`src/rtl/conv_seq_pkg.sv`:
```
// rtl/conv_seq_pkg.sv - shared state type, width helpers and packing constants for conv_window_sequencer
package conv_seq_pkg;

   localparam int DATA_SIZE       = 8;
   localparam int KERNEL_WIDTH    = 3;
   localparam int NUM_OUT_CHANNEL = 3;
   localparam int NUM_REGISTER    = 256;

   typedef enum logic [2:0] {
      S_IDLE,
      S_CHECK,
      S_READ,
      S_ISSUE,
      S_WAIT,
      S_WRITE,
      S_DONE
   } seq_state_e;

   function automatic int addr_width(input int depth);
      return (depth > 1) ? $clog2(depth) : 1;
   endfunction

   function automatic int cnt_width(input int n);
      return (n > 1) ? $clog2(n) : 1;
   endfunction

   function automatic int win_bits(input int k, input int ds);
      return k * k * ds;
   endfunction

   function automatic int res_bits(input int c, input int ds);
      return c * ds;
   endfunction

   localparam int WIN_W = win_bits(KERNEL_WIDTH, DATA_SIZE);
   localparam int RES_W = res_bits(NUM_OUT_CHANNEL, DATA_SIZE);

endpackage

```
`src/rtl/conv_addr_gen.sv`:
```
// rtl/conv_addr_gen.sv - pixel/window/channel counters, buffer addresses and layer bounds check
module conv_addr_gen
   import conv_seq_pkg::*;
#(
   parameter int  kernelWidth   = KERNEL_WIDTH,
   parameter int  numOutChannel = NUM_OUT_CHANNEL,
   parameter int  numRegister   = NUM_REGISTER,
   localparam int addrW         = addr_width(numRegister),
   localparam int kW            = cnt_width(kernelWidth),
   localparam int cW            = cnt_width(numOutChannel),
   localparam int LW            = 16 + addrW
) (
   input  logic             clk_i,
   input  logic             rst_ni,
   input  logic             load_i,
   input  logic [15:0]      width_i,
   input  logic [addrW-1:0] ifmap_base_i,
   input  logic [addrW-1:0] ofmap_base_i,
   input  logic             rd_step_i,
   input  logic             wr_step_i,
   output logic [addrW-1:0] rd_addr_o,
   output logic [addrW-1:0] wb_addr_o,
   output logic [cW-1:0]    ch_idx_o,
   output logic             cfg_err_o,
   output logic             win_last_o,
   output logic             ch_last_o,
   output logic             pix_last_o
);

   logic [15:0]      w_q, w_d, ox_q, ox_d, oy_q, oy_d;
   logic [addrW-1:0] ifb_q, ifb_d, ofb_q, ofb_d;
   logic [kW-1:0]    kx_q, kx_d, ky_q, ky_d;
   logic [cW-1:0]    c_q, c_d;
   logic [15:0]      ow;
   logic [LW-1:0]    w_x, ow_x, ox_x, oy_x, kx_x, ky_x, c_x, ifb_x, ofb_x, nreg_x;

   assign ow     = w_q - 16'(kernelWidth - 1);
   assign w_x    = LW'(w_q);
   assign ow_x   = LW'(ow);
   assign ox_x   = LW'(ox_q);
   assign oy_x   = LW'(oy_q);
   assign kx_x   = LW'(kx_q);
   assign ky_x   = LW'(ky_q);
   assign c_x    = LW'(c_q);
   assign ifb_x  = LW'(ifb_q);
   assign ofb_x  = LW'(ofb_q);
   assign nreg_x = LW'(numRegister);

   // Rejecting W > depth first keeps W^2 and OW^2*C inside LW bits
   assign cfg_err_o = (w_q < 16'(kernelWidth)) || (w_x > nreg_x) ||
                      ((ifb_x + w_x * w_x) > nreg_x) ||
                      ((ofb_x + ow_x * ow_x * LW'(numOutChannel)) > nreg_x);

   assign rd_addr_o  = addrW'(ifb_x + (oy_x + ky_x) * w_x + ox_x + kx_x);
   assign wb_addr_o  = addrW'(ofb_x + (oy_x * ow_x + ox_x) * LW'(numOutChannel) + c_x);
   assign ch_idx_o   = c_q;
   assign win_last_o = (kx_q == kW'(kernelWidth - 1)) && (ky_q == kW'(kernelWidth - 1));
   assign ch_last_o  = (c_q == cW'(numOutChannel - 1));
   assign pix_last_o = (ox_q == ow - 16'd1) && (oy_q == ow - 16'd1);

   always_comb begin
      w_d   = w_q;
      ifb_d = ifb_q;
      ofb_d = ofb_q;
      ox_d  = ox_q;
      oy_d  = oy_q;
      kx_d  = kx_q;
      ky_d  = ky_q;
      c_d   = c_q;
      if (load_i) begin
         w_d   = width_i;
         ifb_d = ifmap_base_i;
         ofb_d = ofmap_base_i;
         ox_d  = '0;
         oy_d  = '0;
         kx_d  = '0;
         ky_d  = '0;
         c_d   = '0;
      end else begin
         if (rd_step_i) begin
            if (kx_q == kW'(kernelWidth - 1)) begin
               kx_d = '0;
               ky_d = (ky_q == kW'(kernelWidth - 1)) ? '0 : ky_q + kW'(1);
            end else begin
               kx_d = kx_q + kW'(1);
            end
         end
         if (wr_step_i) begin
            if (c_q == cW'(numOutChannel - 1)) begin
               c_d = '0;
               if (ox_q == ow - 16'd1) begin
                  ox_d = '0;
                  oy_d = oy_q + 16'd1;
               end else begin
                  ox_d = ox_q + 16'd1;
               end
            end else begin
               c_d = c_q + cW'(1);
            end
         end
      end
   end

   always_ff @(posedge clk_i or negedge rst_ni) begin
      if (!rst_ni) begin
         w_q   <= '0;
         ifb_q <= '0;
         ofb_q <= '0;
         ox_q  <= '0;
         oy_q  <= '0;
         kx_q  <= '0;
         ky_q  <= '0;
         c_q   <= '0;
      end else begin
         w_q   <= w_d;
         ifb_q <= ifb_d;
         ofb_q <= ofb_d;
         ox_q  <= ox_d;
         oy_q  <= oy_d;
         kx_q  <= kx_d;
         ky_q  <= ky_d;
         c_q   <= c_d;
      end
   end

endmodule

```
`src/rtl/conv_window_sequencer.sv`:
```
// rtl/conv_window_sequencer.sv - sequences one conv layer: window reads, PE handoff, result writeback
// CONV_SEQ_RELU_EN: when defined, negative result bytes are written back as zero.
module conv_window_sequencer
   import conv_seq_pkg::*;
#(
   parameter int  dataSize      = DATA_SIZE,
   parameter int  kernelWidth   = KERNEL_WIDTH,
   parameter int  numOutChannel = NUM_OUT_CHANNEL,
   parameter int  numRegister   = NUM_REGISTER,
   localparam int addrW         = addr_width(numRegister),
   localparam int winW          = win_bits(kernelWidth, dataSize),
   localparam int resW          = res_bits(numOutChannel, dataSize),
   localparam int cW            = cnt_width(numOutChannel)
) (
   input  logic                clk,
   input  logic                nrst,
   input  logic                ctrl_start,
   input  logic [15:0]         cfg_ifmap_width,
   input  logic [addrW-1:0]    cfg_ifmap_base,
   input  logic [addrW-1:0]    cfg_ofmap_base,
   output logic                rd_en,
   output logic [addrW-1:0]    rd_addr,
   input  logic [dataSize-1:0] rd_data,
   output logic                window_valid,
   output logic [winW-1:0]     window_data,
   input  logic                result_valid,
   input  logic [resW-1:0]     result_data,
   output logic                wb_en,
   output logic [addrW-1:0]    wb_addr,
   output logic [dataSize-1:0] wb_data,
   output logic                flag_busy,
   output logic                flag_done,
   output logic                flag_err
);

   seq_state_e          state_q, state_d;
   logic                rd_en_q, wb_en_q, win_vld_q, busy_q, done_q, err_q, rd_vld_q;
   logic [winW-1:0]     win_q, win_shift;
   logic [resW-1:0]     res_q, res_in;
   logic [dataSize-1:0] wb_byte;
   logic [cW-1:0]       ch_idx;
   logic                load, cfg_err, win_last, ch_last, pix_last;

   assign load = (state_q == S_IDLE) && ctrl_start;

   conv_addr_gen #(
      .kernelWidth   (kernelWidth),
      .numOutChannel (numOutChannel),
      .numRegister   (numRegister)
   ) u_addr_gen (
      .clk_i        (clk),
      .rst_ni       (nrst),
      .load_i       (load),
      .width_i      (cfg_ifmap_width),
      .ifmap_base_i (cfg_ifmap_base),
      .ofmap_base_i (cfg_ofmap_base),
      .rd_step_i    (state_q == S_READ),
      .wr_step_i    (state_q == S_WRITE),
      .rd_addr_o    (rd_addr),
      .wb_addr_o    (wb_addr),
      .ch_idx_o     (ch_idx),
      .cfg_err_o    (cfg_err),
      .win_last_o   (win_last),
      .ch_last_o    (ch_last),
      .pix_last_o   (pix_last)
   );

   // Oldest read ends up at element 0 after K^2 shifts
   assign win_shift = {rd_data, win_q[winW-1:dataSize]};

   always_comb begin
      res_in = result_data;
`ifdef CONV_SEQ_RELU_EN
      for (int c = 0; c < numOutChannel; c++) begin
         if (result_data[c*dataSize + dataSize - 1]) res_in[c*dataSize +: dataSize] = '0;
      end
`endif
   end

   always_comb begin
      wb_byte = '0;
      for (int c = 0; c < numOutChannel; c++) begin
         if (ch_idx == cW'(c)) wb_byte = res_q[c*dataSize +: dataSize];
      end
   end

   always_comb begin
      state_d = state_q;
      case (state_q)
         S_IDLE:  if (ctrl_start) state_d = S_CHECK;
         S_CHECK: state_d = cfg_err ? S_IDLE : S_READ;
         S_READ:  if (win_last) state_d = S_ISSUE;
         S_ISSUE: state_d = S_WAIT;
         S_WAIT:  if (result_valid) state_d = S_WRITE;
         S_WRITE: if (ch_last) state_d = pix_last ? S_DONE : S_READ;
         S_DONE:  state_d = S_IDLE;
         default: state_d = S_IDLE;
      endcase
   end

   always_ff @(posedge clk or negedge nrst) begin
      if (!nrst) begin
         state_q   <= S_IDLE;
         rd_en_q   <= 1'b0;
         wb_en_q   <= 1'b0;
         win_vld_q <= 1'b0;
         busy_q    <= 1'b0;
         done_q    <= 1'b0;
         err_q     <= 1'b0;
         rd_vld_q  <= 1'b0;
         win_q     <= '0;
         res_q     <= '0;
      end else begin
         state_q   <= state_d;
         rd_en_q   <= (state_d == S_READ);
         wb_en_q   <= (state_d == S_WRITE);
         win_vld_q <= (state_d == S_ISSUE);
         busy_q    <= (state_d != S_IDLE);
         done_q    <= (state_d == S_DONE);
         rd_vld_q  <= rd_en_q;
         if (rd_vld_q) win_q <= win_shift;
         if ((state_q == S_WAIT) && result_valid) res_q <= res_in;
         if (load) err_q <= 1'b0;
         if ((state_q == S_CHECK) && cfg_err) err_q <= 1'b1;
         if (result_valid && (state_q != S_WAIT)) err_q <= 1'b1;
      end
   end

   // The last datum lands during ISSUE, so the strobe cycle forwards it directly
   assign window_data  = (state_q == S_ISSUE) ? win_shift : win_q;
   assign rd_en        = rd_en_q;
   assign wb_en        = wb_en_q;
   assign wb_data      = wb_byte;
   assign window_valid = win_vld_q;
   assign flag_busy    = busy_q;
   assign flag_done    = done_q;
   assign flag_err     = err_q;

endmodule

```
`config.mk`:
```
export PLATFORM = sky130hd
export DESIGN_NAME = conv_window_sequencer
export DESIGN_NICKNAME = d
export VERILOG_FILES = /design/src/rtl/conv_seq_pkg.sv /design/src/rtl/conv_addr_gen.sv /design/src/rtl/conv_window_sequencer.sv
export SDC_FILE = /design/constraint.sdc
export NUM_CORES = 1
export LEC_CHECK = 0
export BUFFER_PORTS_ARGS = -buffer_cell sky130_fd_sc_hd__buf_4
export CAP_MARGIN = 10
export CORE_MARGIN = 2
export CORE_UTILIZATION = 40
export CTS_BUF_LIST = sky130_fd_sc_hd__clkbuf_4
export CTS_CLUSTER_DIAMETER = 40
export CTS_CLUSTER_SIZE = 12
export DETAILED_ROUTE_END_ITERATION = 8
export PLACE_DENSITY_LB_ADDON = 0.15
export SYNTH_ARGS = -nofsm -noshare
export SYNTH_HDL_FRONTEND = slang
export SYNTH_SLANG_ARGS = --single-unit
```
`constraint.sdc`:
```
create_clock -name clk -period 12.6 [get_ports clk]
set_input_delay 2.52 -clock clk [delete_from_list [all_inputs] [get_ports clk]]
set_output_delay 2.52 -clock clk [all_outputs]
set_load 0.005 [all_outputs]
```
### Word-level counts from Yosys, hierarchy flattened

Index checks and enable logic that the tools add are counted.

* bits in registers: 176
* input bits: 68
* logic and storage cells: 113

* add/sub/neg operators: 16
* multipliers: 6
* magnitude comparators: 4
* equality and inequality tests: 16
* muxes and demuxes: 32
* reduce and logical (&&, ||, !) cells: 21

Operators by type and width (number)
* $mux W16: 8
* $mul A16 B16 Y24: 3
* $mux W72: 1
* $add A8 B24 Y24: 2
* $gt A24 B9 Y1 const B: 2
* $add A16 B1 Y16 const B: 2
* $eq A16 B16 Y1: 2
* $add A24 B16 Y24: 1
* $add A8 B8 Y8: 3
* $mul A24 B16 Y8: 1
* $mul A24 B2 Y24 const B: 1
* $mul A24 B2 Y8 const B: 1
* $mux W8: 3
* $mux W2: 11
* $pmux W3 S6: 1
* $add A16 B2 Y17: 1
* $add A8 B2 Y8: 2
* $gt A16 B9 Y1 const B: 1
* $lt A16 B2 Y1 const B: 1
* $sub A16 B1 Y16 const B: 1
* $sub A16 B2 Y16 const B: 1
* $mux W3: 5
* $eq A3 B2 Y1 const B: 4
* $eq A3 B3 Y1 const B: 4
* other kinds (14): 33

### Depth between registers and ports, before layout

Gate-level depths: netlist (run 1).

* word-level depth: 9
* mapped depth: 47
* gate-level depth less buffers: 43

### By module

A second synthesis (run 1) with hierarchy kept.

* cell total of the unflattened synthesis: 2809
* area, all modules: 26648.1 um2

By module, submodules not included
* conv_addr_gen: times used 1, cells each 2457, area each 21639.5 um2
* conv_window_sequencer: times used 1, cells each 352, area each 5008.6 um2

### Worst setup path after synthesis (run 1)

OpenSTA, ideal clock, no wires.

* path kind: register to register
* from: register u_addr_gen.w_q[1]
* to: register rd_en_q, in the netlist rd_en
* setup time: 0.084 ns
* data arrival time: 10.733 ns
* slack: 1.783 ns
* stages on the path, launching flop included: 45
* period minus slack after synthesis: 10.817 ns
* cells stage by stage: dfrtp_1 -> buf_2 -> clkinv_1 -> clkbuf_1 -> ha_1 -> nand2b_1 -> or3_1 -> buf_2 -> nor4_1 -> xnor2_1 -> clkbuf_1 -> nor2_1 -> inv_1 -> fa_1 -> fa_1 -> inv_1 -> fa_1 -> fa_1 -> [... 9 more ...] -> o21a_1 -> o21ai_0 -> nand2b_1 -> a21oi_1 -> xnor2_1 -> ha_1 -> ha_1 -> inv_1 -> nor3_1 -> a2111oi_0 -> o2111ai_1 -> a211oi_1 -> nand4_1 -> or4_1 -> or4_1 -> a2111oi_1 -> nand3_1 -> a21boi_0

* cells in the longest elaborated chain, start to end: 9
* elaborated cells between the ends (all ways): 22
* those cells by class: 4 x add/sub; 3 x mul; 4 x order compare; 3 x eq/ne; 4 x mux; 4 x reduce/logical

Ends and longest elaborated chain
* from (decl): RTL line conv_addr_gen.sv:30 `logic [15:0] w_q, w_d, ox_q, ox_d, oy_q, oy_d;`
* from (signal assigned): RTL line conv_addr_gen.sv:115 `w_q <= w_d;`
* $sub A16 B2 Y16: RTL line conv_addr_gen.sv:37 `assign ow = w_q - 16'(kernelWidth - 1);`
* $mul A16 B16 Y24: RTL line conv_addr_gen.sv:52 `((ofb_x + ow_x * ow_x * LW'(numOutChannel)) > nreg_x);`
* $mul A24 B2 Y24: RTL line conv_addr_gen.sv:52
* $add A8 B24 Y24: RTL line conv_addr_gen.sv:52
* $gt A24 B9 Y1: RTL line conv_addr_gen.sv:52
* $logic_or A1 B1 Y1: RTL line conv_addr_gen.sv:51 `((ifb_x + w_x * w_x) > nreg_x) ||`
* $mux W2: RTL line conv_window_sequencer.sv:91 `S_CHECK: state_d = cfg_err ? S_IDLE : S_READ;`
* $pmux W3 S6 *: RTL line conv_window_sequencer.sv:89 `case (state_q)`
* $eq A3 B2 Y1 *: RTL line conv_window_sequencer.sv:115 `rd_en_q <= (state_d == S_READ);`
* to (signal assigned): RTL line conv_window_sequencer.sv:115
* to (decl): RTL line conv_window_sequencer.sv:37 `logic rd_en_q, wb_en_q, win_vld_q, busy_q, done_q, err_q, rd_vld_q;`

Mark *: on every way between the ends. The rest lies on a longest branch, timed or not.
A chain may end at the register's enable or synchronous reset.

### Worst setup path in the final report (run 1)

* from: register u_addr_gen.w_q[4]
* to: register rd_en_q, in the netlist rd_en

The elaborated chain is that of the path after synthesis.

==> impl_metrics.toml, run 1 <==
[outcome]
outcome = "finished, final reports clean"

[yosys]
syn_inst = 2882
yosysWarnings = 0
syn_area_um2 = 26610
synth_edf_count = 0
seq_area_frac_synth = 0.1655
synth_cell_types = 81
ys_ff_latch = 176
synthesis.nets = 3561
synth_flop_cell = "dfrtp_1"
synth.avg_cell_area_um2 = 9.234
synthArstFlopShare = 1.000

[critical_path]
crit_path_end = "rd_en"
arrival_ns = 11.88
cp_slowest_cell = "dfrtp_1"
rr_worst_depth = 42
crit_top_cell = "inv_1"
cpPeakStageDelay_ns = 0.58
worst_setup_path_end_kind = "flop"
worstPathRequired_ns = 13.15
worstSetupPathType = "flop to flop"
reg2reg_slack_ns = 1.27
cp-startpoint = "u_addr_gen.w_q[4]"
reg2reg_from = "u_addr_gen.w_q[4]"
r2r_end = "rd_en"
critPathMaxFanout = 14
start_kind = "flop"

[clock_tree]
cts_buffer_depth = 2
post_cts_resized = 0
htreeDepth = 4
worstSkewPairLatency_ns = 0.64
ctsHoldBuffers = 0
clock-sinks = 176
cts_root_buf = "clkbuf_4"
cts_tree = "built"
cts_buffers = 17
cts_setup_buffers = 0
path_clk_slew_ns = 0.18

[sta]
hold_violations = 0
timing.final.crit_share = 0.8989
clock_skew_ns = 0.03295
fin_setup_tns_ns = 0
post-route-min-period_ns = 11.33
worstMarginPinSlew_ns = 1.134
drv_slew = 0
max_freq_mhz = 88.29
relSlewSlack = 0.2413
rsz0062_at_grt = "no"
finalSetupViolCount = 0

[global_routing]
first_global_vias = 21390
grt_max_degree = 108
antenna_found_initial = 2
grt_pass1_wl_um = 120300
track_usage = 0.2255
grt_overflow = 0

[placed_design]
port_buffers = 169
gp_congestion = 0.9426
dpl.hpwl_um = 59680

[floorplanning]
fp.coreArea_um2 = 65860
rows = 94
pin_count = 170
dieWidth_um = 261.9
die_h_um = 261.9
start_util = 0.4040
dieArea_um2 = 68610

[routing]
wl_per_cell_um = 19.11
viasPerCell = 5.219
drc = 0
detail-route-antenna-nets = 0
routed_wl_um = 74050
vias = 20230
drt_iter0_drc = 1312
dr.pass1.iters = 7

[min_path]
hp-class = "flop to flop"
hold-path-cell-count = 0

[layout]
multi_input_area_um2 = 19630
final-seq-area_um2 = 4405
syn2layout_area_growth_pct = 9.700
nets = 3676
final_common_cell = "inv_1"
mostFrequentLayoutCells = "inv_1, fa_1, nand2_1"
fill_cells = 6489
layout-drive-gt1-share = 0.1492

[flow_run]
drv_cap = 0
==> cell usage after synthesis, types with 8 or more instances <==
cell / n / area (um^2)
fa_1: 353 / 7067
a21o_1: 25 / 187.7
nand2b_1: 14 / 87.58
mux2i_1: 23 / 230.2
nand2_1: 261 / 979.7
nor2_1: 152 / 570.6
clkbuf_1: 97 / 364.1
nand4_1: 17 / 106.4
or3_1: 12 / 75.07
and2_1: 73 / 456.7
mux2_2: 169 / 1903
xnor3_1: 9 / 202.7
nor3b_1: 10 / 75.07
xor2_1: 32 / 280.3
inv_1: 560 / 2102
a31oi_1: 15 / 93.84
buf_1: 8 / 30.03
o31a_1: 8 / 70.07
dfrtp_1: 176 / 4404
ha_1: 258 / 3228
o21ai_0: 78 / 390.4
a211oi_1: 12 / 90.09
o21a_1: 13 / 97.59
xnor2_1: 126 / 1104
or2_2: 11 / 68.82
nor2b_1: 30 / 187.7
o211ai_1: 10 / 75.07
a21oi_1: 87 / 435.4
nor4_1: 17 / 106.4
and3_1: 23 / 143.9
nand3_1: 49 / 245.2
nor3_1: 40 / 200.2
==> sequential cells by signal, summed over array words and instances, names as in the netlist, 2 cells and up <==
signal and count:
win_q 72, state_q 3, u_addr_gen.kx_q 2, u_addr_gen.ch_idx_o 2, res_q 24, u_addr_gen.oy_q 16
u_addr_gen.ofb_q 8, u_addr_gen.ky_q 2, u_addr_gen.w_q 16, u_addr_gen.ox_q 16, u_addr_gen.ifb_q 8
==> kinds of logic after synthesis <==
family | Yosys count | share of synthesized area
flip-flops | 176 | 0.1655
XOR/XNOR | 170 | 0.06216
buffers and inverters | 686 | 0.09756
multiplexers | 192 | 0.08016
adder cells (fa/ha/maj) | 611 | 0.3869
AND/OR/NAND/NOR | 737 | 0.1342
AO/OA/AOI/OAI | 310 | 0.07353
==> worst min-delay path by stage <==
stage / endpoint / startpoint / slack [ns]
floorplan: rd_vld_q / rd_en / 0.38
detailed placement: rd_vld_q / rd_en / 0.37
CTS: rd_vld_q / rd_en / 0.43
finish: rd_vld_q / rd_en / 0.42
global route: rd_vld_q / rd_en / 0.44
global placement: rd_vld_q / rd_en / 0.39
==> final cells by class <==
cell class,instances,share of cell area
multi-input cells,2020,0.6723
flip-flops and latches,176,0.1509
inverters,572,0.07359
repair buffers,210,0.05422
well taps,864,0.03703
clock inverters,15,0.007372
clock buffers,17,0.004372
diodes,2,0.0001714
==> worst max-delay path: cells and delay by family, from the launching register on <==
| kind | cells | cell delay [ns] |
|---|---|---|
| fa+ha+maj | 9 | 4.07 |
| simple gates | 12 | 2.77 |
| compound gates | 10 | 2.41 |
| buf+inv | 9 | 1.01 |
| flops | 1 | 0.58 |
| xor+xnor | 2 | 0.38 |
==> through the flow <==
stage | utilization | hold WS (ns) | setup slack, ns | instance area (um^2) | instances
2_1_floorplan | - | 0.3757 | 1.783 | 26610 | 2882
3_3_place_gp | 0.4380 | 0.3928 | 1.634 | 28850 | 3842
3_5_place_dp | 0.4380 | 0.3741 | 1.419 | 28850 | 3842
4_1_cts | 0.4432 | 0.4285 | 1.331 | 29190 | 3874
5_1_grt | 0.4432 | 0.4411 | 0.6028 | 29190 | 3875
6_report | 0.4432 | 0.4198 | 1.273 | 29190 | 3876
==> per-layer routing <==
| layer | GRT usage | part of all wire | up-vias |
|---|---|---|---|
| met5 | 0 | 0.00018 | - |
| met4 | 0.04614 | 0.019 | 2 |
| met3 | 0.03492 | 0.058 | 61 |
| met2 | 0.3675 | 0.46 | 516 |
| met1 | 0.3187 | 0.46 | 10240 |
| li1 | - | - | 9412 |
Power of run 1 is not shown: default switching activity piles up to over one toggle a cycle in this logic, so the estimate is an artifact.
==> run 2: changes to the inputs <==
Settings changed: CELL_PAD_IN_SITES_DETAIL_PLACEMENT set to 0, CELL_PAD_IN_SITES_GLOBAL_PLACEMENT set to 1.
==> run 2 against run 1 <==
Clock skew rose by 0.012 ns. Count of clock-buffer cells in the layout did not move. Largest cell class unchanged. Highest routed layer is now met4. Critical path type unchanged. Utilization is essentially flat. Critical path depth grew 1. Register-to-register slack worse by 0.17 ns. Wire length barely moved. Flip-flop and latch count unchanged.
==> impl_metrics.toml, run 2 (synthesis gave the netlist of run 1 again) <==
[floorplanning]
dieWidth_um = 261.9
fp.coreArea_um2 = 65860
die_h_um = 261.9
pin_count = 170
start_util = 0.4040
rows = 94
dieArea_um2 = 68610

[critical_path]
worst_setup_path_end_kind = "flop"
start_kind = "flop"
r2r_end = "rd_en"
cpPeakStageDelay_ns = 0.60
worstSetupPathType = "flop to flop"
worstPathRequired_ns = 13.15
crit_top_cell = "inv_1"
reg2reg_slack_ns = 1.11
cp.buffers_inverters = 9
arrival_ns = 12.05
critPathMaxFanout = 14
cp_slowest_cell = "a2111oi_4"
reg2reg_from = "u_addr_gen.w_q[2]"
cp_top_family = "adder cells"
rr_worst_depth = 43

[global_routing]
track_usage = 0.2262
first_global_vias = 21470
grt_pass1_wl_um = 119800
antenna_found_initial = 2
grt_overflow = 0
grt_max_degree = 124

[min_path]
hp-start = "rd_en"
worstHoldEndpoint = "rd_vld_q"
hold-path-cell-count = 0
hp-class = "flop to flop"

[routing]
dr.pass1.iters = 5
dr_wl_met2_um = 33320
met1_length_um = 34700
drt_iter0_drc = 1154
vias = 20080
detail-route-antenna-nets = 0
wl_per_cell_um = 19.11
viasPerCell = 5.182
routed_wl_um = 74070
highest_layer = "met4"
drc = 0
wl_met3_um = 4066

[clock_tree]
path_clk_slew_ns = 0.21
cts_tree = "built"
htreeDepth = 4
cts_buffer_depth = 2
clock-sinks = 176
worstSkewPairLatency_ns = 0.66
cts_root_buf = "clkbuf_4"
cts_buffers = 17

[layout]
largest_reg_flops = 72
syn2layout_area_growth_pct = 9.742
nets = 3675
mostFrequentLayoutCells = "inv_1, fa_1, nand2_1"
layout-drive-gt1-share = 0.1496
finish.utilization = 0.4434
regMostFlops = "win_q"
reg_top3 = "win_q (72), res_q (24)"
final_common_cell = "inv_1"

[sta]
hold_violations = 0
finalSetupViolCount = 0
max_freq_mhz = 87.01
clock_skew_ns = 0.04501
post-route-min-period_ns = 11.49
drv_slew = 0
timing.final.crit_share = 0.9121
worstMarginPinSlew_ns = 1.188
rsz0062_at_grt = "no"
fin_setup_tns_ns = 0
relSlewSlack = 0.2053

[placed_design]
port_buffers = 169
gp_congestion = 0.8859
dpl.hpwl_um = 59770

[flow_run]
drv_cap = 0

[outcome]
outcome = "finished, final reports clean"
==> run 2: cell type report <==
cell class	count	area, um^2
antenna	2	5.005
clock buffer	17	127.6
clock inverter	15	211.5
fill	6540	36660
inverter	572	2148
multi-input combinational	2020	19650
sequential	176	4405
tap	864	1081
timing repair buffer	209	1573
==> run 2: how the worst max path moves through the flow <==
stage / startpoint / endpoint / slack [ns] / depth (start not counted)
after floorplan: u_addr_gen.w_q[1] / rd_en / 1.78 / 44
after global placement: u_addr_gen.w_q[2] / rd_en / 1.23 / 43
after detailed placement: u_addr_gen.w_q[2] / rd_en / 0.89 / 43
after CTS: u_addr_gen.w_q[2] / rd_en / 0.79 / 43
after global routing: u_addr_gen.w_q[2] / rd_en / 0.26 / 43
final: u_addr_gen.w_q[2] / rd_en / 1.11 / 43
==> run 2: stage by stage <==
stage | std cells | instance area, um^2 | hold slack [ns] | setup WS [ns]
floorplan | 2882 | 26610 | 0.3757 | 1.783
global placement | 3840 | 28840 | 0.3963 | 1.233
detailed placement | 3841 | 28850 | 0.3750 | 0.8947
CTS | 3873 | 29190 | 0.4001 | 0.7939
global route | 3875 | 29200 | 0.4240 | 0.2598
finish | 3875 | 29200 | 0.3959 | 1.107
==> run 2: metal layers <==
metal | global-route usage | vias to the layer above
li1 | - | 9439
met1 | 0.3165 | 10100
met2 | 0.3624 | 453
met3 | 0.04012 | 85
met4 | 0.05885 | 0
met5 | 0 | -
==> run 2: worst register-to-register path, delay by kind of cell (launching register included) <==
kind            cells  cell delay, ns
simple gates       12            2.63
xor+xnor            2            0.37
buf+inv             9            0.87
fa+ha+maj          10            4.42
flops               1            0.42
compound gates     10            2.71
==> run 2: repair_timing <==
| action | CTS | global route |
|---|---|---|
| hold buffers | 0 | 0 |
| setup endpoints to repair | 0 | 1 |
| gates resized for setup | 0 | 1 |
| buffers inserted | 0 | 0 |
Power of run 2 is left out for the same reason.
